## config.mk

```make
export PLATFORM = sky130hd
export DESIGN_NAME = demux32to2_stream
export DESIGN_NICKNAME = d
export VERILOG_FILES = /design/src/rtl/demux32to2_stream.sv
export SDC_FILE = /design/constraint.sdc
export NUM_CORES = 1
export LEC_CHECK = 0
export ABC_CLOCK_PERIOD_IN_PS = 2200
export CORE_ASPECT_RATIO = 1.25
export CORE_MARGIN = 4
export CORE_UTILIZATION = 54
export CTS_BUF_LIST = sky130_fd_sc_hd__clkbuf_2
export DETAILED_ROUTE_END_ITERATION = 8
export GPL_ROUTABILITY_DRIVEN = 0
export MAX_ROUTING_LAYER = met4
export PLACE_DENSITY = 0.82
export SLEW_MARGIN = 5
export SYNTH_ARGS = -nofsm -noshare
export SYNTH_HDL_FRONTEND = slang
export SYNTH_SLANG_ARGS = --single-unit
```

## constraint.sdc

```tcl
create_clock -name clk -period 2.2 [get_ports clk]
set_clock_uncertainty 0.1 [all_clocks]
set_input_delay 0.44 -clock clk [delete_from_list [all_inputs] [get_ports clk]]
set_output_delay 0.44 -clock clk [all_outputs]
set_load 0.03 [all_outputs]
```

## src/rtl/demux32to2_stream.sv

```systemverilog
// Buffered 1-to-2 word demux: in_sel steers each accepted word into one of two
// independent 2-entry FIFOs, each with its own valid/ready drain and push counter.

module demux32to2_stream_chan #(
    parameter int DEPTH = 2,
    parameter int W     = 32,
    parameter int CNT_W = 8
) (
    input  logic             clk,
    input  logic             reset_n,
    input  logic             push,
    input  logic [W-1:0]     wdata,
    input  logic             ready,
    output logic [W-1:0]     data,
    output logic             valid,
    output logic             full,
    output logic [CNT_W-1:0] cnt
);
    localparam int PTR_W = (DEPTH > 1) ? $clog2(DEPTH) : 1;
    localparam int OCC_W = $clog2(DEPTH + 1);
    localparam logic [PTR_W-1:0] LAST = PTR_W'(DEPTH - 1);
    localparam logic [OCC_W-1:0] FULL = OCC_W'(DEPTH);

    logic [DEPTH-1:0][W-1:0] mem;
    logic [PTR_W-1:0]        wptr, rptr;
    logic [OCC_W-1:0]        occ;
    logic                    pop;

    function automatic logic [PTR_W-1:0] nxt(input logic [PTR_W-1:0] p);
        return (p == LAST) ? '0 : p + 1'b1;
    endfunction

    assign valid = (occ != '0);
    assign full  = (occ == FULL);
    assign data  = mem[rptr];
    assign pop   = valid & ready;

    // Clearing the storage on reset is what makes outN_data read zero afterwards.
    always_ff @(posedge clk) begin
        if (!reset_n) begin
            mem  <= '0;
            wptr <= '0;
            rptr <= '0;
            occ  <= '0;
            cnt  <= '0;
        end else begin
            if (push) begin
                mem[wptr] <= wdata;
                wptr      <= nxt(wptr);
                cnt       <= cnt + 1'b1;
            end
            if (pop)
                rptr <= nxt(rptr);
            case ({push, pop})
                2'b10:   occ <= occ + 1'b1;
                2'b01:   occ <= occ - 1'b1;
                default: occ <= occ;
            endcase
        end
    end
endmodule

module demux32to2_stream #(
    parameter int DEPTH = 2,
    parameter int CNT_W = 8
) (
    input  logic             clk,
    input  logic             reset_n,
    input  logic [31:0]      in_data,
    input  logic             in_sel,
    input  logic             in_valid,
    output logic             in_ready,
    output logic [31:0]      out0_data,
    output logic             out0_valid,
    input  logic             out0_ready,
    output logic [31:0]      out1_data,
    output logic             out1_valid,
    input  logic             out1_ready,
    output logic [CNT_W-1:0] cnt0,
    output logic [CNT_W-1:0] cnt1
);
    localparam int NUM_LANES = 2;
    localparam int VEC_W     = 32;

    logic [NUM_LANES-1:0][VEC_W-1:0] ch_data;
    logic [NUM_LANES-1:0][CNT_W-1:0] ch_cnt;
    logic [NUM_LANES-1:0]            ch_valid, ch_full, ch_ready, ch_push;
    logic                            rdy_en;

    // rdy_en delays in_ready by one edge after reset release; no consumer ready feeds it.
    always_ff @(posedge clk) begin
        if (!reset_n) rdy_en <= 1'b0;
        else          rdy_en <= 1'b1;
    end

    assign in_ready = reset_n & rdy_en & ~ch_full[in_sel];
    assign ch_ready = {out1_ready, out0_ready};

    always_comb begin
        ch_push         = '0;
        ch_push[in_sel] = in_valid & in_ready;
    end

    for (genvar g = 0; g < NUM_LANES; g++) begin : g_lane
        demux32to2_stream_chan #(
            .DEPTH (DEPTH),
            .W     (VEC_W),
            .CNT_W (CNT_W)
        ) u_chan (
            .clk     (clk),
            .reset_n (reset_n),
            .push    (ch_push[g]),
            .wdata   (in_data),
            .ready   (ch_ready[g]),
            .data    (ch_data[g]),
            .valid   (ch_valid[g]),
            .full    (ch_full[g]),
            .cnt     (ch_cnt[g])
        );
    end

    assign out0_data  = ch_data[0];
    assign out1_data  = ch_data[1];
    assign out0_valid = ch_valid[0];
    assign out1_valid = ch_valid[1];
    assign cnt0       = ch_cnt[0];
    assign cnt1       = ch_cnt[1];
endmodule

```

==> Word level (Yosys, flattened, before mapping) <==
Index checks and enable logic that the tools add are counted.
{ "totals": {"wordCells": 72, "romBits": 0, "ram_bits": 0, "memories": 0, "output_inout_bits": 83, "regBits": 153, "latchBits": 0} }
{ "op_classes": {"bitwise": 7, "n_mul": 0, "shifts": 0, "n_reduce_logical": 7, "n_eq_ne": 6, "n_div": 0, "n_mux": 21, "order_cmp": 8, "n_addsub": 10} }
{ "op_table": {"columns": ["operator", "count"], "rows": [
  ["$mux W32", 6],
  ["$bwmux W64", 2],
  ["$demux W32 S1", 2],
  ["$add A8 B1 Y8 const B", 2],
  ["$lt A1 B2 Y1 const B", 5],
  ["$eq A2 B2 Y1 const B", 4],
  ["$mux W1", 8],
  ["$pmux W2 S2", 2],
  ["$reduce_bool A2 Y1", 4],
  ["$and A1 B1 Y1", 5],
  ["$add A1 B1 Y1 const B", 4],
  ["$add A2 B1 Y2 const B", 2],
  ["$eq A2 B1 Y1 const B", 2],
  ["$sub A2 B1 Y2 const B", 2],
  ["$ge A1 B1 Y1 const B", 3],
  ["$logic_and A1 B1 Y1", 3],
  ["$and A2 B2 Y2", 1],
  ["$demux W1 S1", 1],
  ["$not A1 Y1", 1]
]} }

==> Logic depth before layout (Yosys ltp) <==
Gate-level depths: netlist (run 1).
{ "depth": {"ltp_word": 9, "mapped_depth": 8} }

==> Modules after synthesis <==
Synthesis (run 1) repeated with hierarchy kept, for this count alone.
{ "hier_totals": {"hier_cells": 756, "area_unflattened_um2": 6770.2} }
{ "modules_own_cells": {"columns": ["module", "cells_each", "instances", "seq_area_each_um2", "area_each_um2"], "rows": [
  ["demux32to2_stream_chan", 375, 2, 1521.5, 3358.2],
  ["demux32to2_stream", 6, 1, 20.0, 53.8]
]} }

==> Worst setup path before layout (run 1) <==
Ideal clock, no wire load.
{ "synth_path": {"path_kind": "input to output", "startpoint": "input port reset_n", "endpoint": "output port in_ready", "path_stages": 5, "required_ns": 1.660, "t_arrival_ns": 1.628, "setup_slack_ns": 0.032, "cell_sequence": "buf_4 > clkbuf_1 > clkbuf_1 > nand2_1 > nor2_1"} }
{ "synth_between": {"elab_chain_len": 2} }
{ "synth_rtl": {"columns": ["element", "line", "text"], "rows": [
  ["from (decl)", "68", "input logic reset_n,"],
  ["$and A1 B1 Y1 (2 in series)", "96", "assign in_ready = reset_n & rdy_en & ~ch_full[in_sel];"],
  ["to (decl)", "72", "output logic in_ready,"]
]} }
No other way between the ends.

==> Final worst setup path (run 1) <==
{ "layout_path": {"startpoint": "register g_lane[0].u_chan.rptr", "endpoint": "output port out0_data[29]"} }
{ "layout_between": {"elab_chain_len": 2} }
{ "layout_rtl": {"columns": ["element", "line", "text"], "rows": [
  ["from (decl)", "25", "logic [PTR_W-1:0] wptr, rptr;"],
  ["from (signal assigned)", "53", "rptr <= nxt(rptr);"],
  ["$mux W32 (not written as such) (2 in series)", "35", "assign data = mem[rptr];"],
  ["to (decl)", "73", "output logic [31:0] out0_data,"]
]} }
No other way between the ends. The select of a mux whose other input is x is not followed.

==> summary.txt, run 1 <==
Status
  • Status: finished, violations left
  • Failing checks: negative setup slack

Global route
  • Overall Global Routing Usage: between 20 and 30%
  • Congestion Overflow GR: 0
  • Initial antenna violation count: 1
  • First-pass GRT wire length: about 27000 microns
  • Pin count of the biggest net entering global routing: around 140
  • Vias in the first global route: between 5000 and 6000

Placed design
  • Area after DPL: 7746 sq um
  • Hpwl dp: around 10000 microns
  • Input/output buffers: 120
  • Post-Place Cells: roughly 980

Route
  • Iteration-0 DRC Markers: roughly 250
  • Drt total wl: between 15000 and 20000 microns
  • WL per Instance: about 16 microns
  • DRC: 0
  • Vias/cell: roughly 5.4
  • Post-route ant nets: 0
  • Vias: between 5000 and 6000
  • Initial DRT Pass Iterations: 5

Timing
  • Final Max Tran Viols: 0
  • Period Utilization, post-route: 108.6%
  • Sum Neg Setup Slack: -8.405 ns
  • Final hold vios: 0
  • RSZ-0062 raised after global routing: true
  • Minimum clock period: around 2.4 ns
  • Final WS setup: -0.1891 ns
  • Slew HR: a little under three fifths
  • Final Setup Violations: 64
  • Fmax: approximately 420 MHz
  • Worst-margin pin slew: between 0.6 and 0.7 ns

Floorplan
  • Full die area: approximately 14000 sq um
  • Row count: between 40 and 50
  • I/O pin total: about 120
  • Die Y: approximately 130 microns
  • Die W: about 110 microns
  • Core footprint: between 10000 and 15000 sq um
  • Initial Utilization: 54.94%

Synth
  • Syn_nets: roughly 800
  • Largest area contributor in the netlist: dfxtp_1
  • Synth top area share: between 40 and 50%
  • Async S/R FF share, synth: 0%
  • Syn Area/Cell: 8.401 sq um
  • Dominant cells by area after synthesis: dfxtp_1 48%, nand2_1 12%, mux2_2 11%
  • Cell Area, Synth: ~6400 sq um
  • Unique cell type count in the Yosys netlist: 37
  • YS warnings: 0
  • Seq/Total Area, Yosys: just under 50%
  • Synth Flop Type: dfxtp_1
  • Commonest cells post-synth: 202 x nand2_1, 153 x dfxtp_1, 120 x o21ai_0
  • Most common cell in the netlist: nand2_1
  • Post-synth EDFFs: 0
  • Yosys reg bits: 153
  • Synth Instances: about 760

Power and ir drop
  • Leak: 3.450 nW
  • Seq pwr share: a little under three fifths
  • Pwr Total: 5.197 mW
  • Peak supply drop: around 0.46 mV
  • Power share of the clock group: between 20% and 30%
  • Combinational power share: between 15 and 20%
  • Internal power: ~3.7 mW
  • Pwr per Cell Area: between 600 and 700 nW/um^2
  • Switch share: around 28%
  • Switch Pwr: between 1 and 1.5 mW

CTS
  • Clock Pin Slew Worst Setup and Hold Paths: about 0.22 ns
  • CTS tree: done
  • Cts bufs inserted: 17
  • Htree depth: 4
  • Clk sink count: roughly 150
  • Worst-Skew Late Latency: ~0.67 ns
  • Clock buffer depth: 2
  • Clock root buffer: clkbuf_2

Critical path
  • Worst Path Class, Setup: reg -> out
  • Cell repeated most along the worst path: buf_6
  • Family with the most delay on the worst path: buffers and inverters
  • CP max-delay cell: dfxtp_4
  • Startpoint Class: register
  • CP max FO: 7
  • Worst path bufs/invs: 3
  • WP data arrival: ~1.9 ns
  • CP Capture Type: primary output
  • Worst EP required: roughly 1.7 ns
  • Max incr delay on CP: about 0.42 ns
  • CP Cell Sequence: buf_6, buf_16, mux2_4, buf_6

Finish
  • Fin nets: just over 900
  • Util after Layout: about three quarters
  • Fillers: 808
  • Non-Filler Instances: a little over 1000
  • Share of cells above drive strength 1: about a quarter
  • Final Instance Area: 8533 sq um
  • Synthesis-to-layout area growth: 34.36%

Flow run
  • Max-cap violations: 0

Worst hold path
  • Worst Hold Class: in -> reg
-- cell families (layout without fill, tap and decap cells) --
group | count (synthesis) | count (layout) | share of synthesized area [%]
compound gates | 146 | 146 | 11.66
fa+ha+maj | 4 | 4 | 0.7881
other cells | 0 | 1 | 0
mux | 69 | 69 | 12.14
xor+xnor | 12 | 12 | 1.655
flops | 153 | 153 | 48.23
simple gates | 286 | 286 | 20.00
buf+inv | 86 | 221 | 5.536
-- stage by stage --
stage | setup slack (ns) | hold WS (ns)
detailed placement | -0.1154 | 0.3399
finish | -0.1891 | 0.2788
floorplan | 0.03238 | 0.3249
CTS | -0.2456 | 0.2280
global placement | -0.06899 | 0.3337
global route | -0.2843 | 0.2052
-- registers in the layout (all words and copies together), names as in the netlist --
register            count
g_lane.u_chan.rptr      2
g_lane.u_chan.cnt      16
rdy_en                  1
g_lane.u_chan.occ       4
g_lane.u_chan.mem     128
g_lane.u_chan.wptr      2
-- per-layer routing --
metal / vias up / part of all wire [%] / global-route usage, %
li1: 2759 / - / -
met1: 2658 / 41 / 27.67
met2: 150 / 54 / 44.84
met3: 29 / 3.8 / 4.484
met4: 0 / 1.9 / 9.807
met5: - / 0 / -
-- layout by cell type (no fill, tap or decap), types with 3 or more instances in the layout --
cell type,synthesis,final
buf_4,2,24
buf_12,0,9
buf_6,0,65
and2_1,4,4
o21ai_0,120,120
clkbuf_2,0,19
xnor2_1,6,6
clkinvlp_4,0,4
mux2i_1,5,5
o21ai_1,13,13
a21oi_1,9,8
dfxtp_1,153,147
clkdlybuf4s50_1,0,35
nand4_1,5,5
clkinv_2,0,4
nand3_1,40,40
mux2_2,64,4
xor2_1,6,6
clkbuf_16,0,3
dlygate4sd2_1,0,14
or3_1,5,5
o31ai_1,3,3
dfxtp_4,0,4
nor2_1,13,11
ha_1,4,4
nand2_1,202,202
mux2_4,0,60
inv_1,31,31
-- area by class of cell --
| type | count | area, sq um | area share, % |
|---|---|---|---|
| inverters | 33 | 123.9 | 1.452 |
| clock buffers | 18 | 90.09 | 1.056 |
| repair buffers | 157 | 1738 | 20.37 |
| flip-flops and latches | 153 | 3080 | 36.10 |
| multi-input cells | 517 | 3194 | 37.43 |
| diodes | 1 | 2.502 | 0.02933 |
| clock inverters | 13 | 131.4 | 1.540 |
| well taps | 138 | 172.7 | 2.023 |
-- final timing paths --
check	startpoint	endpoint	slack, ns	depth (start not counted)
max	g_lane[0].u_chan.rptr	out0_data[29]	-0.19	4
min	in_data[3]	g_lane[0].u_chan.mem[35]	0.28	3
max reg2reg	g_lane[0].u_chan.occ[0]	g_lane[0].u_chan.occ[1]	0.23	6
min reg2reg	g_lane[0].u_chan.mem[0]	g_lane[0].u_chan.mem[0]	0.36	2
-- worst register-to-register path: stages (launching register included) --
cell	delay [ns]
dfxtp_4	0.40
buf_6	0.11
or2_4	0.23
and2_1	0.22
ha_1	0.32
or3_1	0.38
a21oi_1	0.15
-- power groups by stage --
stage               Clock (mW)  Combinational [mW]  Sequential [mW]
finish                    1.50               0.816             2.88
global route              1.64               0.863             2.90
CTS                       1.52               0.756             2.88
detailed placement           0               0.655             2.93
global placement             0               0.642             2.93
floorplan                    0               0.377             2.92
-- repair_timing --
action / CTS / global route
gates resized for setup: 490 / 21
buffers inserted: 5 / 5
gates cloned: 2 / 4
setup endpoints to repair: 83 / 68
pin swaps: 1 / 2
endpoints found under the hold margin: 5 / 0
hold buffers: 1 / 0
(Power assumes the default switching activity.)
==> run 2, diff against run 1 <==
--- a/config.mk
+++ b/config.mk
@@ -6,8 +6,7 @@
 export NUM_CORES = 1
 export LEC_CHECK = 0
 export ABC_CLOCK_PERIOD_IN_PS = 2200
-export CORE_ASPECT_RATIO = 1.25
-export CORE_MARGIN = 4
+export CAP_MARGIN = 20
 export CORE_UTILIZATION = 54
 export CTS_BUF_LIST = sky130_fd_sc_hd__clkbuf_2
 export DETAILED_ROUTE_END_ITERATION = 8
==> run 2 against run 1 <==
The run still ends with negative setup slack left. Combinational power decreased by 2.8%. Utilization decreased by 0.71 points. Final cell count barely moved. Critical path type unchanged.
==> summary.txt, run 2 (synthesis results as in run 1) <==
Placed design
  • Place WS: -0.1517 ns (was -0.1154 ns)
  • Post-Place Cells: 991 (was 982)
  • Input/output buffers: 120 (unchanged)
  • Hpwl dp: 10120 microns (was 10440 microns)

Power and ir drop
  • Combinational power share: 16.3% (was 15.7%)
  • Internal power: 3.488 mW (was 3.746 mW)
  • Power share of the clock group: 24.7% (was 28.8%)
  • Leak: 3.358 nW (was 3.450 nW)
  • Pwr Total: 4.875 mW (was 5.197 mW)
  • Seq pwr share: 59.1% (was 55.5%)
  • Pwr per Cell Area: 584.0 nW/um^2 (was 609.1 nW/um^2)
  • Switch share: 28.45% (was 27.92%)
  • Peak supply drop: 0.4602 mV (was 0.4561 mV)
  • Switch Pwr: 1.387 mW (was 1.451 mW)

Finish
  • Biggest regs: g_lane.u_chan.mem x128, g_lane.u_chan.cnt x16, g_lane.u_chan.occ x4 (unchanged)
  • Top reg by flops: g_lane.u_chan.mem (unchanged)
  • Inserted Diodes: 0 (was 1)
  • Fillers: 852 (was 808)
  • Synthesis-to-layout area growth: 31.42% (was 34.36%)
  • Share of cells above drive strength 1: 23.99% (was 24.58%)
  • Largest register FFs: 128 (unchanged)
  • Commonest non-fill, non-tap cell in the layout: nand2_1 (unchanged)
  • Fin nets: 918 (was 921)
  • Util after Layout: 73.10% (was 73.81%)
  • Non-Filler Instances: 1031 (was 1030)
  • Most frequent cells in the layout: 202 x nand2_1, 147 x dfxtp_1, 120 x o21ai_0, 55 x buf_6, 48 x mux2_4 (was 202 x nand2_1, 147 x dfxtp_1, 120 x o21ai_0, 65 x buf_6, 60 x mux2_4)

Global route
  • Overall Global Routing Usage: 28.12% (was 25.01%)
  • Vias in the first global route: 5568 (was 5690)
  • Initial antenna violation count: 0 (was 1)
  • First-pass GRT wire length: 26650 microns (was 26790 microns)
  • Pin count of the biggest net entering global routing: 82 (was 137)
  • Congestion Overflow GR: 0 (unchanged)

Worst hold path
  • Hold path depth: 6 (was 3)
  • Worst Hold Class: in -> reg (unchanged)

Timing
  • RSZ-0062 raised after global routing: true (unchanged)
  • Sum Neg Setup Slack: -11.64 ns (was -8.405 ns)
  • Fmax: 414.5 MHz (was 418.6 MHz)
  • Minimum clock period: 2.412 ns (was 2.389 ns)
  • Final Setup Violations: 65 (was 64)
  • Final Max Tran Viols: 0 (unchanged)
  • Final WS setup: -0.2124 ns (was -0.1891 ns)
  • Worst-margin pin slew: 0.7940 ns (was 0.6671 ns)
  • Slew HR: 47.06% (was 55.52%)
  • Final hold vios: 0 (unchanged)
  • Period Utilization, post-route: 109.7% (was 108.6%)

Route
  • DRC: 0 (unchanged)
  • Vias/cell: 5.413 (was 5.433)
  • Post-route ant nets: 0 (unchanged)
  • Vias: 5581 (was 5596)
  • Iteration-0 DRC Markers: 376 (was 247)
  • WL per Instance: 15.59 microns (was 16.39 microns)
  • Drt total wl: 16080 microns (was 16880 microns)
  • Initial DRT Pass Iterations: 5 (unchanged)

CTS
  • Clock root buffer: clkbuf_2 (unchanged)
  • Cts bufs inserted: 17 (unchanged)
  • Worst-Skew Late Latency: 0.70 ns (was 0.67 ns)
  • Clock buffer depth: 2 (unchanged)
  • Htree depth: 4 (unchanged)
  • Clk sink count: 153 (unchanged)
  • Clock Pin Slew Worst Setup and Hold Paths: 0.19 ns (was 0.22 ns)
  • CTS tree: done (unchanged)

Floorplan
  • Core footprint: 11420 sq um (was 11560 sq um)
  • Initial Utilization: 55.62% (was 54.94%)
  • Die W: 110.5 microns (was 105 microns)
  • Full die area: 12200 sq um (was 13570 sq um)
  • Row count: 39 (was 44)
  • Die Y: 110.5 microns (was 129.3 microns)
  • I/O pin total: 121 (unchanged)

Critical path
  • Reg2reg path depth: 5 (was 6)
  • Worst EP required: 1.66 ns (about the same)
  • CP max-delay cell: dfxtp_4 (unchanged)
  • CP Capture Type: primary output (unchanged)
  • Max incr delay on CP: 0.40 ns (was 0.42 ns)
  • Startpoint Class: register (unchanged)
  • CP max FO: 8 (was 7)
  • Worst Path Class, Setup: reg -> out (unchanged)
  • WP data arrival: 1.87 ns (was 1.85 ns)
  • CP Cell Sequence: buf_8, buf_12, mux2_4, buf_6 (was buf_6, buf_16, mux2_4, buf_6)

Status
  • Failing checks: negative setup slack (unchanged)
  • Status: finished, violations left (unchanged)

Flow run
  • Max-cap violations: 0 (unchanged)
[run 2: cell count changes in the layout (fill, tap and decap cells not counted), sizes merged, moves of 2 or more]
| cell | before | now |
|---|---|---|
| bufinv | 2 | 0 |
| clkbuf | 22 | 20 |
| clkdlybuf4s15 | 1 | 7 |
| clkinv | 8 | 12 |
| clkinvlp | 4 | 1 |
| dlygate4sd2 | 14 | 8 |
[run 2: metal layers]
metal	up-vias	global-route usage, %	share of wire [%]
met5	-	-	0
met4	0	10.93	2.3
met3	28	5.982	4.9
met2	154	46.92	50
met1	2649	33.11	42
li1	2750	-	-
[run 2: power groups by stage]
stage	combinational, mW	sequential, mW	clock, mW
2_1_floorplan	0.377	2.92	0
3_3_place_gp	0.631	2.92	0
6_report	0.793	2.88	1.20
5_1_grt	0.837	2.89	1.36
4_1_cts	0.783	2.88	1.23
3_5_place_dp	0.643	2.93	0
[run 2: worst paths after layout]
| path | to | slack, ns | from |
|---|---|---|---|
| worst min register to register | g_lane[0].u_chan.mem[31] | 0.36 | g_lane[0].u_chan.mem[31] |
| worst min-delay path | g_lane[0].u_chan.cnt[1] | 0.19 | reset_n |
| worst max-delay path | out0_data[12] | -0.21 | g_lane[0].u_chan.rptr |
| worst max register to register | g_lane[0].u_chan.occ[1] | 0.31 | g_lane[0].u_chan.occ[0] |
[run 2: layout make-up]
class | instances | area (sq um) | area share, %
clock buffer | 19 | 95.09 | 1.139
tap | 143 | 178.9 | 2.144
clock inverter | 12 | 61.31 | 0.7345
multi-input combinational | 517 | 3149 | 37.73
inverter | 33 | 123.9 | 1.484
sequential | 153 | 3080 | 36.91
timing repair buffer | 154 | 1658 | 19.86
[run 2: stage by stage]
step / hold WS (ns) / instance area [sq um]
after global routing: 0.1495 / 8347
after global placement: 0.3313 / 7752
after CTS: 0.1361 / 8329
final: 0.1935 / 8347
after detailed placement: 0.3398 / 7752
after floorplan: 0.3249 / 6351
[run 2: critical path: cells and delay by family, from the launching register on]
kind                   cells  cell delay, ns
muxes                      1            0.33
buffers and inverters      3            0.43
DFF                        1            0.40
[run 2: timing repair]
| item | 4_1_cts | 5_1_grt |
|---|---|---|
| gates cloned | 5 | 0 |
| setup buffers | 7 | 0 |
| endpoints found under the setup margin | 83 | 75 |
| pin swaps | 1 | 1 |
| hold buffers | 0 | 0 |
| gates resized for setup | 493 | 25 |
